### src/rtl/ram_pkg.sv
// Shared constants and FSM encoding for the burst RAM master.
package ram_pkg;

    localparam int M_DEF = 8;   // data width
    localparam int N_DEF = 8;   // address width
    localparam int L_DEF = 4;   // burst-length field width

    typedef enum logic [1:0] {
        IDLE     = 2'd0,
        RD       = 2'd1,
        RD_DRAIN = 2'd2,
        WR       = 2'd3
    } state_t;

endpackage

### src/rtl/ram_master.sv
// Burst master for a single-port synchronous RAM: accepts read/write burst
// requests and sequences one memory access per beat.
module ram_master
    import ram_pkg::*;
#(
    parameter int M = M_DEF,
    parameter int N = N_DEF,
    parameter int L = L_DEF
) (
    input  logic         clk,
    input  logic         rst_n,

    input  logic         req_valid,
    output logic         req_ready,
    input  logic         req_wr,
    input  logic [N-1:0] req_addr,
    input  logic [L-1:0] req_len,

    input  logic         wdata_valid,
    output logic         wdata_ready,
    input  logic [M-1:0] wdata,

    output logic         rdata_valid,
    output logic [M-1:0] rdata,
    output logic         done,

    output logic         mem_cs,
    output logic         mem_rd,
    output logic         mem_wr,
    output logic [N-1:0] mem_addr,
    output logic [M-1:0] mem_wdata,
    input  logic [M-1:0] mem_rdata
);

    state_t       state;
    logic [N-1:0] addr;
    logic [L-1:0] beats_left;
    logic         rd_issued;

    // NOTE: every register here uses <= so all of them update from the same
    // pre-edge values; a blocking = would let later lines see the new state.
    always_ff @(posedge clk or negedge rst_n) begin
        if (!rst_n) begin
            state      <= IDLE;
            addr       <= '0;
            beats_left <= '0;
            rd_issued  <= 1'b0;
            done       <= 1'b0;
        end else begin
            rd_issued <= 1'b0;
            done      <= 1'b0;
            case (state)
                IDLE: begin
                    if (req_valid) begin
                        addr       <= req_addr;
                        beats_left <= req_len;
                        state      <= req_wr ? WR : RD;
                    end
                end
                RD: begin
                    // Reads never stall: one issue per cycle until the count runs out.
                    rd_issued <= 1'b1;
                    addr      <= addr + 1'b1;
                    if (beats_left == '0) begin
                        state <= RD_DRAIN;
                        done  <= 1'b1;  // lines up with the final rdata_valid
                    end else begin
                        beats_left <= beats_left - 1'b1;
                    end
                end
                RD_DRAIN: begin
                    state <= IDLE;
                end
                WR: begin
                    if (wdata_valid) begin
                        addr <= addr + 1'b1;
                        if (beats_left == '0) begin
                            state <= IDLE;
                            done  <= 1'b1;
                        end else begin
                            beats_left <= beats_left - 1'b1;
                        end
                    end
                end
                default: state <= IDLE;
            endcase
        end
    end

    // NOTE: each output gets a default first so no path through the block
    // leaves it unassigned, which would otherwise infer a latch.
    always_comb begin
        req_ready   = 1'b0;
        wdata_ready = 1'b0;
        mem_cs      = 1'b0;
        mem_rd      = 1'b0;
        mem_wr      = 1'b0;
        case (state)
            IDLE: req_ready = 1'b1;
            RD: begin
                mem_cs = 1'b1;
                mem_rd = 1'b1;
            end
            WR: begin
                wdata_ready = 1'b1;
                mem_cs      = wdata_valid;
                mem_wr      = wdata_valid;
            end
            default: ;
        endcase
    end

    assign mem_addr    = addr;
    assign mem_wdata   = wdata;
    assign rdata_valid = rd_issued;
    // The memory returns data one cycle after the read strobe, aligned with rd_issued.
    assign rdata       = mem_rdata;

endmodule

### config.mk
export PLATFORM = sky130hd
export DESIGN_NAME = ram_master
export DESIGN_NICKNAME = d
export VERILOG_FILES = /design/src/rtl/ram_pkg.sv /design/src/rtl/ram_master.sv
export SDC_FILE = /design/constraint.sdc
export NUM_CORES = 1
export LEC_CHECK = 0
export ABC_AREA = 1
export CAP_MARGIN = 10
export CORE_UTILIZATION = 40
export DETAILED_ROUTE_END_ITERATION = 6
export GPL_ROUTABILITY_DRIVEN = 0
export PLACE_DENSITY = 0.92
export REMOVE_ABC_BUFFERS = 1
export SETUP_SLACK_MARGIN = 0.3
export SYNTH_ARGS = -nofsm -noshare
export SYNTH_HDL_FRONTEND = slang
export SYNTH_SLANG_ARGS = --single-unit
export TNS_END_PERCENT = 20
### constraint.sdc
create_clock -name clk -period 1.9 [get_ports clk]
set_input_delay 0.285 -clock clk [delete_from_list [all_inputs] [get_ports clk]]
set_output_delay 0.285 -clock clk [all_outputs]
set_load 0.1 [all_outputs]
======== Yosys cells after proc, flatten, opt, wreduce, memory -nomap -nowiden ========
Cells that the tools add are included.
operators by class
  add/sub/neg operators ................... 2
  equal/unequal tests ..................... 7
  multiplexer cells ....................... 21
  reduce and logical (&&, ||, !) cells .... 5
operators with widths
  kind                   number
  $pmux W8 S3            1
  $mux W8                2
  $mux W4                3
  $pmux W4 S3            1
  $mux W2                5
  $add A8 B1 Y8 const B  1
  $ne A2 B2 Y1 const B   4
  $pmux W2 S4            1
  $mux W1                6
  $eq A2 B2 Y1 const B   2
  $logic_not A4 Y1       1
  $pmux W1 S2            2
  $reduce_and A4 Y1      1
  $sub A4 B1 Y4 const B  1
  $reduce_and A3 Y1      1
  $reduce_bool A3 Y1     1
  $eq A2 B1 Y1 const B   1
  $logic_not A2 Y1       1
storage, ports and cells
  register bits ........................... 16
  bits of input ports ..................... 33
  output and inout port bits .............. 31
  logic and storage cells ................. 40

======== Depth between registers and ports, before layout ========
  depth after elaboration ................. 4
  depth in mapped cells ................... 8
  depth with buffers taken out ............ 7

======== Worst setup path after synthesis ========
OpenSTA, ideal clock, no wires.
  path kind ............................... register to register
  from .................................... register state[0]
  to ...................................... register beats_left[0]
  setup time .............................. 0.127 ns
  arrival time ............................ 2.272 ns
  required time ........................... 1.773 ns
  setup slack ............................. -0.499 ns
  cell stages (with the launch flop) ...... 7
  buffers on the path ..................... 0
  clock period less this slack ............ 2.399 ns
  path through ............................ dfrtp_1 > nor2_1 > nand2_1 > o21ai_1 > nor2_2 > nand2_1 > o21ai_0
between the ends
  cells in the longest elaborated chain, start to end .. 3
  elaborated cells between the ends (all ways) .. 8
  those cells by class .................... 4 x eq/ne; 1 x mux; 3 x reduce/logical
RTL lines
  item                                                          line              source
  from (decl)                                                   ram_master.sv:35  state_t state;
  from (signal assigned)                                        ram_master.sv:57  state <= req_wr ? WR : RD;
  $eq A2 B2 Y1 (tied with other cells)                          ram_master.sv:52  case (state)
  $ne A2 B2 Y1 (no line) or $reduce_bool A3 Y1 (tied branches)  n/a
  $reduce_and A3 Y1 (no line)                                   n/a
  to (signal assigned)                                          ram_master.sv:56  beats_left <= req_len;
  to (signal assigned)                                          ram_master.sv:68  beats_left <= beats_left - 1'b1;
  to (signal assigned)                                          ram_master.sv:81  beats_left <= beats_left - 1'b1;
  to (decl)                                                     ram_master.sv:37  logic [L-1:0] beats_left;
Parallel ways exist; a longest one is shown, timed or not.
A chain may end at the register's enable or synchronous reset.

======== Worst setup path in the final report ========
  from .................................... register state[1]
  to ...................................... output mem_cs
between the ends
  cells in the longest elaborated chain, start to end .. 2
  elaborated cells between the ends (all ways) .. 3
  those cells by class .................... 2 x eq/ne; 1 x mux
RTL lines
  item                                          line              source
  $eq A2 B2 Y1 or $eq A2 B1 Y1 (tied branches)  ram_master.sv:98  case (state)
  $pmux W1 S2 (*)                               ram_master.sv:98
  to (decl)                                     ram_master.sv:27  output logic mem_cs,
Every way passes the cells marked *; elsewhere a longest branch is shown, timed or not.

==> impl_metrics.ini <==
[status]
outcome = finished, final reports clean

[sta]
tightest_slew_ps = 418
period_needed_ps = 1580
finalCritPeriodShare_pct = 83.0
max_slew_margin_pct = 72.0
fin_hold_ws_ps = 272
slew_violations = 0
setup_ws_ps = 323
clock_skew_ps = 5.54
setup_violations = 0
fmax_mhz = 634
rsz0062_at_grt = yes
hold_violations = 0

[synth]
ys_ff_latch = 16
synthArstFlopShare_pct = 100
yosys_warnings = 0
yosysTopAreaCellShare_pct = 34.2
ys.flop_type = dfrtp_1
ys_seq_area_share_pct = 34.2
yosysMostFrequentCell = nand2_1
yosysTopAreaCell = dfrtp_1
synthTopCellsByArea = dfrtp_1, nand2_1, buf_4
synth_commonest_cells = nand2_1, nand3_1, nor2_1
syn_area_mm2 = 0.00117
avgSynthCellArea_um2 = 7.05
synth_edf_count = 0
syn_inst = 166
synth_cell_types = 21

[clocking]
cts_buffers = 3
htreeDepth = 1
path_clk_slew_ps = 100
numClockSinks = 16
hold_buffers = 0
cts_root_buf = clkbuf_4
clkLatencyLatePin_ps = 300
clockBufferDepth = 2
cts_tree = yes

[worst_setup_path]
worstPathCellList = inv_2, o21ai_4, inv_2, buf_12
critical-path-max-stage-delay_ps = 440
reg2reg_depth = 8
critical_path.most_common_cell = inv_2
start_kind = register
cp_max_fo = 6
cp.required_ps = 1620
cp-end-kind = primary output
cpMaxStageDelayCell = dfrtp_2
critPathArrivalTime_ps = 1290
path_class = reg -> out

[detailed_routing]
via_per_inst = 5.09
first_pass_iters = 4
drc = 0
drt_iter0_drc = 24
via_count = 1130
post_drt_wl_per_cell_um = 12.4
finalWirelength_mm = 2.75
ant_nets = 0

[final_layout]
diodes = 0
instances_no_fill = 222
nNetsFinal = 227
area_growth_syn_to_layout_pct = 31.6
stdcell_area_mm2 = 0.00154
drive_gt1_share_pct = 24.6
fillCellCount = 257
multi_input_area_um2 = 561
regArea_um2 = 403

[floorplanning]
core_area_mm2 = 0.00276
rows = 19
ios = 64
die_area_mm2 = 0.00315
die_x_um = 56.1
start_util_pct = 42.5
die_h_um = 56.1

[global_route]
grt_pass1_wl_mm = 4.43
antenna_found_initial = 0
grt_overflow = 0
grt_pass1_vias = 1002
grt_max_degree = 13
track_usage_pct = 18.4

[place]
placed_cells = 212
placed_area_mm2 = 0.00145
place.port_buffers = 31
preCtsSetupSlack_ps = 267
dpl.hpwl_mm = 2.04

[hold_path]
min_path_type = in -> async

[flow_run]
drv_cap = 0
area by class of cell:
| cell class | instances | share of cell area, % |
|---|---|---|
| Clock buffer | 4 | 2.35 |
| Tap cell | 31 | 2.52 |
| Multi-Input combinational cell | 112 | 36.4 |
| Timing Repair Buffer | 41 | 28.2 |
| Inverter | 18 | 4.38 |
| Sequential cell | 16 | 26.1 |
cells by family after synthesis:
kind of cell | count (synthesis) | share of synthesized area (%)
AOI/OAI and AO/OA | 18 | 10.1
xor gates and xnor gates | 2 | 1.50
adders and majority gates | 2 | 2.14
buffers and inverters | 38 | 18.8
DFF | 16 | 34.2
and+or+nand+nor | 90 | 33.2
state kept, by name (all words and copies together) (netlist names):
name         count
state            2
done             1
rdata_valid      1
beats_left       4
mem_addr         8
worst max-delay path: cells and delay by family (launching register included):
kind,cells,cell delay (ps)
buffers and inverters,3,310
DFF,1,440
AOI/OAI and AO/OA,1,240
per-stage QoR:
stage               setup TNS, ps  utilization, %
finish                          0            55.9
global route                    0            55.9
CTS                             0            54.5
detailed placement              0            52.5
global placement                0            52.5
floorplan                   -5950               -
path summary, 6_finish.rpt:
path	startpoint	end	slack, ps
min in group clk	wdata[0]	mem_wdata[0]	570
worst min-delay path	rst_n	mem_addr[7]	270
worst max register to register	state[0]	beats_left[1]	470
worst min register to register	state[1]	state[1]	570
max in group asynchronous	rst_n	mem_addr[4]	1150
worst max-delay path	state[1]	mem_cs	320
cell usage in the layout (no fill, tap or decap):
master and instances:
nand4_1 2, nor2_1 15, buf_12 7, dfrtp_1 14
o21ai_1 1, a21oi_1 1, o21ai_4 2, nand3_1 17
o21a_1 1, ha_1 2, o21ai_2 1, nor2_4 1
nor2_2 2, or2_2 6, inv_2 3, inv_1 15
clkdlybuf4s50_1 16, nand2_4 1, dfrtp_2 2, buf_4 18
clkbuf_8 1, o21ai_0 12, clkbuf_4 3, nand2_1 46
xor2_1 2
repair_timing:
action	CTS	global route
setup endpoints to repair	4	4
setup buffers	2	4
pin swaps	0	1
resized for setup	3	3
layer usage:
metal  share of wire [%]  GRT usage [%]  vias to the layer above
met5                   0           5.36                        -
met4                 1.2           5.23                        0
met3                  12           11.4                        4
met2                  46           28.4                       64
met1                  41           20.8                      508
li1                    -              -                      554
Power is not shown: default switching activity piles up to over one toggle a cycle in this logic, so the estimate is an artifact.
